===== src/rtl/nrdiv_16bit_pkg.sv =====
// Shared types and constants for the 16-bit non-restoring divider.
package nrdiv_16bit_pkg;

  localparam int DIV_W     = 16;
  localparam int DIV_STEPS = 16;

  localparam logic [DIV_W-1:0] DIV_ZERO_Q = 16'hFFFF;
  localparam logic [3:0]       LAST_STEP  = 4'(DIV_STEPS - 1);

  typedef enum logic [1:0] {
    IDLE = 2'd0,
    RUN  = 2'd1,
    FIX  = 2'd2,
    DONE = 2'd3
  } state_t;

endpackage


===== src/rtl/nrdiv_addsub.sv =====
// Combinational 17-bit add/subtract, modulo 2^17 (carry out of bit 16 dropped).
module nrdiv_addsub (
  input  logic [16:0] a,
  input  logic [16:0] b,
  input  logic        sub,
  output logic [16:0] sum
);

  assign sum = sub ? (a - b) : (a + b);

endmodule


===== src/rtl/nrdiv_16bit.sv =====
// Sequential 16-bit unsigned non-restoring divider, one quotient bit per clock,
// with a single shared 17-bit add/subtract used by both the RUN and FIX steps.
module nrdiv_16bit
  import nrdiv_16bit_pkg::*;
(
  input  logic             clk,
  input  logic             rst,
  input  logic             in_valid,
  output logic             in_ready,
  input  logic [DIV_W-1:0] dividend,
  input  logic [DIV_W-1:0] divisor,
  output logic             out_valid,
  input  logic             out_ready,
  output logic [DIV_W-1:0] quotient,
  output logic [DIV_W-1:0] remainder,
  output logic             div_by_zero
);

  // Handshakes: a transfer happens on a rising edge where valid and ready are
  // both high. in_ready is high only in IDLE; out_valid is high only in DONE
  // and, once raised, stays high with stable data until out_ready is seen.

  state_t             state, state_nxt;
  logic [DIV_W:0]     p;
  logic [DIV_W-1:0]   q;
  logic [DIV_W-1:0]   d;
  logic [3:0]         cnt;

  logic [DIV_W:0]     as_a;
  logic [DIV_W:0]     as_b;
  logic               as_sub;
  logic [DIV_W:0]     as_sum;

  assign in_ready  = (state == IDLE);
  assign out_valid = (state == DONE);

  // RUN feeds the shifted partial remainder; FIX feeds P unchanged for the
  // final correction, which is always an add.
  always_comb begin
    as_a   = {p[DIV_W-1:0], q[DIV_W-1]};
    as_b   = {1'b0, d};
    as_sub = 1'b0;
    if (state == FIX) begin
      as_a = p;
    end else if (state == RUN) begin
      as_sub = ~p[DIV_W];
    end
  end

  nrdiv_addsub u_addsub (
    .a   (as_a),
    .b   (as_b),
    .sub (as_sub),
    .sum (as_sum)
  );

  always_comb begin
    state_nxt = state;
    case (state)
      IDLE: begin
        if (in_valid) begin
          state_nxt = (divisor != '0) ? RUN : DONE;
        end
      end
      RUN: begin
        if (cnt == LAST_STEP) begin
          state_nxt = FIX;
        end
      end
      FIX:     state_nxt = DONE;
      DONE: begin
        if (out_ready) begin
          state_nxt = IDLE;
        end
      end
      default: state_nxt = IDLE;
    endcase
  end

  always_ff @(posedge clk) begin
    if (rst) begin
      state       <= IDLE;
      p           <= '0;
      q           <= '0;
      d           <= '0;
      cnt         <= '0;
      quotient    <= '0;
      remainder   <= '0;
      div_by_zero <= 1'b0;
    end else begin
      state <= state_nxt;
      case (state)
        IDLE: begin
          if (in_valid) begin
            if (divisor != '0) begin
              d   <= divisor;
              q   <= dividend;
              p   <= '0;
              cnt <= '0;
            end else begin
              quotient    <= DIV_ZERO_Q;
              remainder   <= dividend;
              div_by_zero <= 1'b1;
            end
          end
        end
        RUN: begin
          p   <= as_sum;
          q   <= {q[DIV_W-2:0], ~as_sum[DIV_W]};
          cnt <= cnt + 4'd1;
        end
        FIX: begin
          if (p[DIV_W]) begin
            p <= as_sum;
          end
          quotient    <= q;
          remainder   <= p[DIV_W] ? as_sum[DIV_W-1:0] : p[DIV_W-1:0];
          div_by_zero <= 1'b0;
        end
        default: ;
      endcase
    end
  end

endmodule

===== config.mk =====
export PLATFORM = sky130hd
export DESIGN_NAME = nrdiv_16bit
export DESIGN_NICKNAME = d
export VERILOG_FILES = /design/src/rtl/nrdiv_16bit_pkg.sv /design/src/rtl/nrdiv_addsub.sv /design/src/rtl/nrdiv_16bit.sv
export SDC_FILE = /design/constraint.sdc
export NUM_CORES = 1
export LEC_CHECK = 0
export CAP_MARGIN = 15
export CORE_ASPECT_RATIO = 0.8
export CORE_UTILIZATION = 55
export DETAILED_ROUTE_END_ITERATION = 10
export PLACE_DENSITY = 0.92
export SYNTH_ARGS = -nofsm -noshare
export SYNTH_HDL_FRONTEND = slang
export SYNTH_SLANG_ARGS = --single-unit
export TNS_END_PERCENT = 30

===== constraint.sdc =====
create_clock -name clk -period 11 [get_ports clk]
set_input_delay 1.65 -clock clk [delete_from_list [all_inputs] [get_ports clk]]
set_output_delay 1.65 -clock clk [all_outputs]
set_load 0.03 [all_outputs]

==> results.toml, run 1 <==
[run_status]
status = "completed"

[finish]
final_layout_size_suffix_gt1_frac = 0.0707
antennaDiodeCount = 0
multi_input_area_um2 = 3180
final_common_cell = "dfxtp_1"
area_growth_pct = 20.3
final_area_um2 = 6180
fillers = 690
fin_cells = 794
regArea_um2 = 1760
final_cell_mix = "dfxtp_1, nor2_1, clkdlybuf4s50_1, a21oi_1, nand2_1"
nets = 734

[global_route]
antenna_found_initial = 0
grt_pass1_vias = 4560
grtUsageTotal = 0.290
grt_max_degree = 90
grt-ovfl-total = 0
grt_pass1_wl_mm = 22.1

[worst_setup_path]
path_class = "flop to flop"
r2r_setup_slack_ps = 6800
critPathMaxFanout = 25
critPathCaptureType = "flop"
cp.arrival_ps = 4440
worstPathRequired_ps = 11230
r2r-start = "p[16]"
r2r_end = "p[15]"
startpoint_type = "flop"
r2r_cells = 11

[synthesis]
ys_async_sr_fraction = 0
synth_top_area_frac = 0.343
yosys.area_share.simple = 0.176
synth-warning-count = 0
syn_area_um2 = 5140
synth_xor_area_frac = 0.0477
synth.area.top_cells = "dfxtp_1, mux2i_1, nor2_1, ha_1, a21oi_1"
synth-compound-area-share = 0.222
synth_cells = 625
synth_top_family_by_area = "compound AO/OA/AOI/OAI gates"
yosys.area.top_type = "dfxtp_1"
synth_edf_count = 0
ys_types = 55
synth_fa_ha_area_frac = 0.0599
ys_ff_latch = 88
ys_seq_area_frac = 0.343
synth.avg_cell_area_um2 = 8.23
syn_nets = 685
synth_mux_area_frac = 0.112
synth_ff_type = "dfxtp_1"

[timing]
period_share = 0.382
clock.fmax_mhz = 238
finalSetupTns_ps = 0
slew_headroom = 0.283
hold_viol = 0
worst_slack_ps = 6800
tightestPinTransition_ps = 1080
final_max_slew_viol_count = 0
min_period_ps = 4200
setup_viol = 0
rsz0062_at_grt = "false"
finClkSkew_ps = 5.34

[floorplan]
die_h_um = 88.5
io_pins = 71
coreArea_um2 = 9080
die_w_um = 110
die_area_um2 = 9740
fp-row-count = 31
start_util = 0.566

[route]
first_pass_iters = 5
wl_per_cell_um = 17.3
ant_nets = 0
wl_mm = 13.7
drt_iter0_markers = 365
drc = 0
viasPerCell = 6.17
vias = 4902

[power]
ir_worst_vdd_mv = 0.163
internal_power_w = 0.000924
p_seq_frac = 0.270
p_sw_frac = 0.448
p_switching_w = 0.000750
combPwrFrac = 0.552
total_power_w = 0.00167
power_leakage_nw = 2.27
powerDensity_nw_per_um2 = 271
clock_power_share = 0.178

[place]
port_buffers = 70
gp_congestion = 0.898
place_hpwl_mm = 9.58
dpl_worst_slack_ps = 6670
placed_cells = 776
placed_cell_area_um2 = 5880

[clocking]
post-cts-setup-buffers = 0
h-tree-depth = 3
clockBufferDepth = 2
cts_sinks = 88
ctsResizeCount = 0
clockRootBuffer = "clkbuf_16"
insertion_delay_ps = 340
cts_buffers = 9
cts_tree = "built"
hold_buffers = 0
path_clk_slew_ps = 70

[hold_path]
whs_endpoint = "quotient[14]"
hp-start = "quotient[14]"
hold_depth = 2
hold_class = "flop to flop"

[flow_run]
cap_violations = 0
==> cells in the mapped netlist (3+ instances only) <==
cell type  number
a211o_1         5
a211oi_1       23
a21o_1          5
a21oi_1        57
a221oi_1        4
a22oi_1        11
a311oi_1        3
a31oi_1         3
and2_1          4
clkbuf_1       37
dfxtp_1        88
ha_1           23
inv_1          12
mux2_2         13
mux2i_1        43
nand2_1        44
nand2b_1        7
nand3_1         4
nand3b_1        4
nor2_1         88
nor2b_1         9
nor3_1          9
nor3b_1         6
nor4_1          8
o211ai_1        3
o21a_1          7
o21ai_0        44
o311ai_0        3
xnor2_1        16
xor2_1         12
==> registers in the layout, indices dropped and copies added, names as in the netlist <==
signal	cells
state	2
p	17
div_by_zero	1
cnt	4
quotient	16
d	16
q	16
remainder	16
==> cell families (layout without fill, tap and decap cells) <==
kind of cell	count (synthesis)	in the layout
mux	56	56
compound gates	182	182
buf+inv	53	107
flops	88	88
xor+xnor	28	28
fa+ha+maj	24	24
simple gates	194	194
==> worst max-delay path, stage by stage, from the launching register on <==
cell,delay (ps)
dfxtp_1,990
nand2b_1,470
o21ai_0,200
xor2_1,180
ha_1,340
and2_1,170
a221oi_1,340
a21oi_1,200
a21oi_1,380
or4b_2,620
o21ai_0,100
o31ai_1,90
==> worst max-delay path by stage <==
stage	startpoint	end	slack [ps]	cells past startpoint
after detailed placement	divisor[10]	remainder[15]	6670	7
after CTS	p[16]	p[15]	6860	11
final	p[16]	p[15]	6800	11
after global placement	divisor[4]	q[0]	6770	8
after global routing	p[16]	p[15]	6600	11
after floorplan	state[0]	p[15]	7380	13
==> metal layers <==
metal / up-vias / part of all wire / GRT usage
met4: 0 / 0.018 / 0.0849
met1: 2336 / 0.45 / 0.383
met5: - / 0 / 0
li1: 2356 / - / -
met2: 183 / 0.48 / 0.476
met3: 27 / 0.057 / 0.0670
==> power by group through the flow <==
stage | logic [W] | registers (W) | clock network (W)
2_1_floorplan | 0.000629 | 0.000490 | 0
3_3_place_gp | 0.000860 | 0.000451 | 0
3_5_place_dp | 0.000893 | 0.000456 | 0
4_1_cts | 0.000902 | 0.000450 | 0.000298
5_1_grt | 0.00100 | 0.000460 | 0.000316
6_report | 0.000924 | 0.000453 | 0.000298
==> layout make-up <==
| type | count | area share |
|---|---|---|
| multi-input cells | 484 | 0.515 |
| clock buffers | 11 | 0.0393 |
| repair buffers | 79 | 0.124 |
| clock inverters | 5 | 0.00627 |
| inverters | 12 | 0.00728 |
| well taps | 115 | 0.0233 |
| flip-flops and latches | 88 | 0.285 |
==> per-stage QoR <==
step / hold WS, ps / util
global placement: 439 / 0.648
finish: 453 / 0.681
global route: 472 / 0.681
floorplan: 449 / -
detailed placement: 445 / 0.648
CTS: 455 / 0.679
No activity file was read; power rests on OpenSTA's default activity.
==> run 2: changes to the inputs <==
Clock period 11 ns to 4.1 ns, I/O delays scaled along.
==> run 2 against run 1 <==
Effect of this change: fmax rose by 9.8%; cell count rose by 0.50%; total power rose to 2.7 times the previous value; core utilization rose by 0.36 points; clock skew rose by 3.0 ps; cell area rose by 0.53%; via count rose by 2.0%; first-iteration DRC count rose by 9.3%; setup slack got worse by 6500 ps; flip-flop and latch count did not move.
==> results.toml, run 2 (synthesized netlist as in run 1, its figures left out) <==
[run_status]
status = "completed"

[clocking]
h-tree-depth = 3
insertion_delay_ps = 350
cts_buffers = 9
path_clk_slew_ps = 60
cts_tree = "built"
clockBufferDepth = 2
clockRootBuffer = "clkbuf_16"
cts_sinks = 88

[route]
viasPerCell = 6.26
first_pass_iters = 5
wl_mm = 13.7
wl_per_cell_um = 17.2
ant_nets = 0
drt_iter0_markers = 399
vias = 4999
drc = 0

[power]
power_leakage_nw = 2.29
p_sw_frac = 0.447
total_power_w = 0.00450
combPwrFrac = 0.560
p_switching_w = 0.00201
p_seq_frac = 0.267
internal_power_w = 0.00249
ir_worst_vdd_mv = 0.440
clock_power_share = 0.173
powerDensity_nw_per_um2 = 724

[timing]
finalSetupTns_ps = 0
setup_viol = 0
rsz0062_at_grt = "false"
period_share = 0.934
clock.fmax_mhz = 261
final_max_slew_viol_count = 0
hold_viol = 0
min_period_ps = 3830
tightestPinTransition_ps = 1060
slew_headroom = 0.294
worst_slack_ps = 270
finClkSkew_ps = 8.32

[floorplan]
coreArea_um2 = 9080
die_w_um = 110
die_h_um = 88.5
fp-row-count = 31
die_area_um2 = 9740
start_util = 0.566
io_pins = 71

[hold_path]
hold_class = "flop to flop"

[global_route]
grt_max_degree = 58
grt-ovfl-total = 0
grtUsageTotal = 0.296
grt.busiest_layer = "met2"
use_met2 = 0.497
grt_pass1_vias = 4726
grt_pass1_wl_mm = 22.3
antenna_found_initial = 0
groute.layer.met1.usage = 0.370
grtUsageMet3 = 0.0773

[place]
place_hpwl_mm = 9.66
dpl_worst_slack_ps = 401
port_buffers = 70
gp_congestion = 0.927

[worst_setup_path]
cp.arrival_ps = 4060
critPathCaptureType = "flop"
worstPathRequired_ps = 4330
path_class = "flop to flop"
startpoint_type = "flop"
critPathMaxFanout = 10

[finish]
final_common_cell = "dfxtp_1"
largest_reg_flops = 17
antennaDiodeCount = 0
final_layout_size_suffix_gt1_frac = 0.0761
top_register = "p"
final_cell_mix = "dfxtp_1, nor2_1, clkdlybuf4s50_1, a21oi_1, nand2_1"
nets = 738
area_growth_pct = 20.9

[flow_run]
cap_violations = 0
-- run 2: cell count changes in the layout (fill, tap and decap cells not counted), sizes merged --
| cell | before | now |
|---|---|---|
| buf | 10 | 14 |
| inv | 15 | 12 |
| clkinv | 1 | 3 |
| clkbuf | 11 | 12 |
-- run 2: cell type report --
class / count / area, um^2
Multi-Input combinational cell: 484 / 3190
Fill cell: 683 / 2860
Sequential cell: 88 / 1760
Timing Repair Buffer: 83 / 801
Clock buffer: 12 / 246
Tap cell: 115 / 144
Inverter: 12 / 45.0
Clock inverter: 4 / 30.0
-- run 2: final timing paths --
kind / end / depth (start not counted) / from / slack, ps
worst max-delay path: p[15] / 14 / state[0] / 270
worst min-delay path: quotient[11] / 2 / quotient[11] / 450
worst max register to register: p[15] / 14 / state[0] / 270
worst min register to register: quotient[11] / 2 / quotient[11] / 450
-- run 2: stage by stage --
stage	hold WS (ps)	cells	area (um^2)	utilization
final	452	798	6220	0.685
after detailed placement	446	780	5910	0.652
after floorplan	449	625	5140	-
after CTS	454	796	6190	0.682
after global routing	468	798	6220	0.685
after global placement	438	780	5910	0.652
-- run 2: power groups by stage --
stage | registers, W | clock network, W | logic, W
floorplan | 0.00131 | 0 | 0.00169
global placement | 0.00120 | 0 | 0.00233
detailed placement | 0.00121 | 0 | 0.00242
CTS | 0.00120 | 0.000780 | 0.00246
global route | 0.00123 | 0.000817 | 0.00274
finish | 0.00120 | 0.000779 | 0.00252
-- run 2: routing by layer --
metal,routed length (um),share of wire
met4,376,0.027
met5,0,0
met2,6670,0.49
met1,5870,0.43
met3,831,0.060
-- run 2: worst max-delay path: stages, from the launching register on --
cell and delay, ps:
dfxtp_1 390, inv_1 100, ha_1 220, nor2b_1 190, nand2b_1 260, o21ai_0 180
xor2_1 180, ha_1 300, and2_1 180, a221oi_1 430, a21oi_1 240, a21oi_2 260
or4b_2 590, o21ai_0 100, o31ai_1 90
-- run 2: what timing repair did --
| item | CTS | global route |
|---|---|---|
| gates resized for setup | 0 | 2 |
| setup endpoints to repair | 0 | 2 |
| hold buffers | 0 | 0 |
| setup buffers | 0 | 0 |
==> run 3: changes to the inputs <==
Settings changed: CORE_UTILIZATION 55 to 48, CTS_CLUSTER_SIZE from default to 24, PLACE_DENSITY 0.92 to 0.83.
==> run 3 against run 2 <==
Effect of this change: global-route usage down 4.1 points; clock power is 17% higher; cell count increased by 3.3%; clock-buffer cell count is 2 lower; clock skew shrank 1.4 ps; fmax increased by 1.6%; sequential power is essentially flat; via count shrank 2.6%; first-iteration DRC count rose by 12%; cell area rose by 1.4%; worst hold slack better by 0.92 ps; flip-flop and latch count unchanged; critical path type unchanged.
==> results.toml, run 3 (synthesized netlist as in run 1, its figures left out) <==
[route]
first_pass_iters = 5
ant_nets = 0
vias = 4871
wl_mm = 13.9
viasPerCell = 5.91
drc = 0
wl_per_cell_um = 16.8
drt_iter0_markers = 445

[power]
power_leakage_nw = 2.32
powerDensity_nw_per_um2 = 734
ir_worst_vdd_mv = 0.546

[finish]
antennaDiodeCount = 0
final_common_cell = "dfxtp_1"
final_cell_mix = "dfxtp_1, nor2_1, clkdlybuf4s50_1, a21oi_1, nand2_1"
largest_reg_flops = 17
final_layout_size_suffix_gt1_frac = 0.0789
final_area_um2 = 6300
fillers = 875
multi_input_area_um2 = 3180
top_register = "p"
area_growth_pct = 22.6
nets = 739
regArea_um2 = 1760

[place]
placed_cell_area_um2 = 5950
place_hpwl_mm = 9.89
port_buffers = 70
gp_congestion = 0.843

[global_route]
grt_max_degree = 61
grt-ovfl-total = 0
grtUsageTotal = 0.255
grt_pass1_wl_mm = 23.1
grt_pass1_vias = 4793
antenna_found_initial = 0

[timing]
clock.fmax_mhz = 265
setup_viol = 0
rsz0062_at_grt = "false"
tightestPinTransition_ps = 1050
finalSetupTns_ps = 0
hold_viol = 0
min_period_ps = 3770
final_max_slew_viol_count = 0
slew_headroom = 0.303
finClkSkew_ps = 6.92
period_share = 0.919

[floorplan]
coreArea_um2 = 10300
fp-row-count = 33
die_area_um2 = 11100
start_util = 0.498
io_pins = 71
die_h_um = 94.6
die_w_um = 118

[clocking]
post-cts-setup-buffers = 0
clockRootBuffer = "clkbuf_16"
cts_sinks = 88
cts_tree = "built"
h-tree-depth = 3
insertion_delay_ps = 340
cts_buffers = 9
clockBufferDepth = 2
path_clk_slew_ps = 70

[worst_setup_path]
critPathCaptureType = "flop"
cp.arrival_ps = 4000
path_class = "flop to flop"
slowest_delay_ps = 620
r2r_setup_slack_ps = 330
path_cells = "inv_1 -> ha_1 -> buf_4 -> mux2_2 -> ha_1 -> and2_1 -> a221oi_1 -> a21oi_1 -> a21oi_1 -> or4b_2 -> o21ai_0 -> o31ai_1"
slowest_stage = "or4b_2"
worstPathRequired_ps = 4330
critPathMaxFanout = 39
startpoint_type = "flop"

[hold_path]
hold_class = "flop to flop"

[flow_run]
cap_violations = 0

[run_status]
status = "completed"
[run 3: changes by cell type in the layout (fill, tap and decap cells not counted)]
cell | before | now
o311ai_1 | 0 | 1
buf_4 | 12 | 13
clkinv_4 | 2 | 0
bufinv_16 | 0 | 2
clkbuf_1 | 2 | 0
inv_6 | 0 | 2
o21ai_0 | 42 | 41
a21oi_1 | 56 | 57
o21ai_1 | 2 | 3
o311ai_0 | 3 | 2
a21oi_2 | 1 | 0
[run 3: power breakdown]
group	total (W)	internal (W)	switching (W)
Sequential	0.00120	0.00105	0.000157
Clock	0.000908	0.000554	0.000354
Combinational	0.00251	0.00102	0.00150
Total	0.00462	0.00262	0.00201
[run 3: what timing repair did]
action | in CTS | in global routing
hold buffers | 0 | 0
setup endpoints to repair | 0 | 3
gates resized for setup | 0 | 3
[run 3: metrics by stage]
stage | worst slack [ps] | power [W] | utilization | instances | hold slack (ps)
after floorplan | 479 | 0.00300 | - | 625 | 449
after global placement | 509 | 0.00357 | 0.577 | 806 | 439
after detailed placement | 389 | 0.00365 | 0.577 | 806 | 448
after CTS | 361 | 0.00458 | 0.608 | 822 | 456
after global routing | 19.3 | 0.00492 | 0.611 | 824 | 471
final | 332 | 0.00462 | 0.611 | 824 | 453
[run 3: path summary, 6_finish.rpt]
| path | end | cells after the start | startpoint |
|---|---|---|---|
| max | p[15] | 12 | state[0] |
| min | quotient[9] | 2 | quotient[9] |
| max reg2reg | p[15] | 12 | state[0] |
| min reg2reg | quotient[9] | 2 | quotient[9] |
[run 3: final cells by class]
cell class              instances  share of cell area
clock buffers                  10              0.0379
clock inverters                 6              0.0143
inverters                      12             0.00715
multi-input cells             484               0.505
flip-flops and latches         88               0.279
well taps                     140              0.0278
repair buffers                 84               0.128
[run 3: routing by layer]
layer,GRT usage,part of all wire,vias to the layer above
met5,0,0,-
met4,0.0652,0.011,0
met3,0.0465,0.051,15
met2,0.447,0.50,158
met1,0.324,0.44,2342
li1,-,-,2356
[run 3: critical path: cells and delay by family (launching register included)]
kind / cells / cell delay, ps
DFF: 1 / 340
AOI/OAI and AO/OA: 5 / 1050
muxes: 1 / 400
adders and majority gates: 2 / 520
buffers and inverters: 2 / 500
and+or+nand+nor: 2 / 820
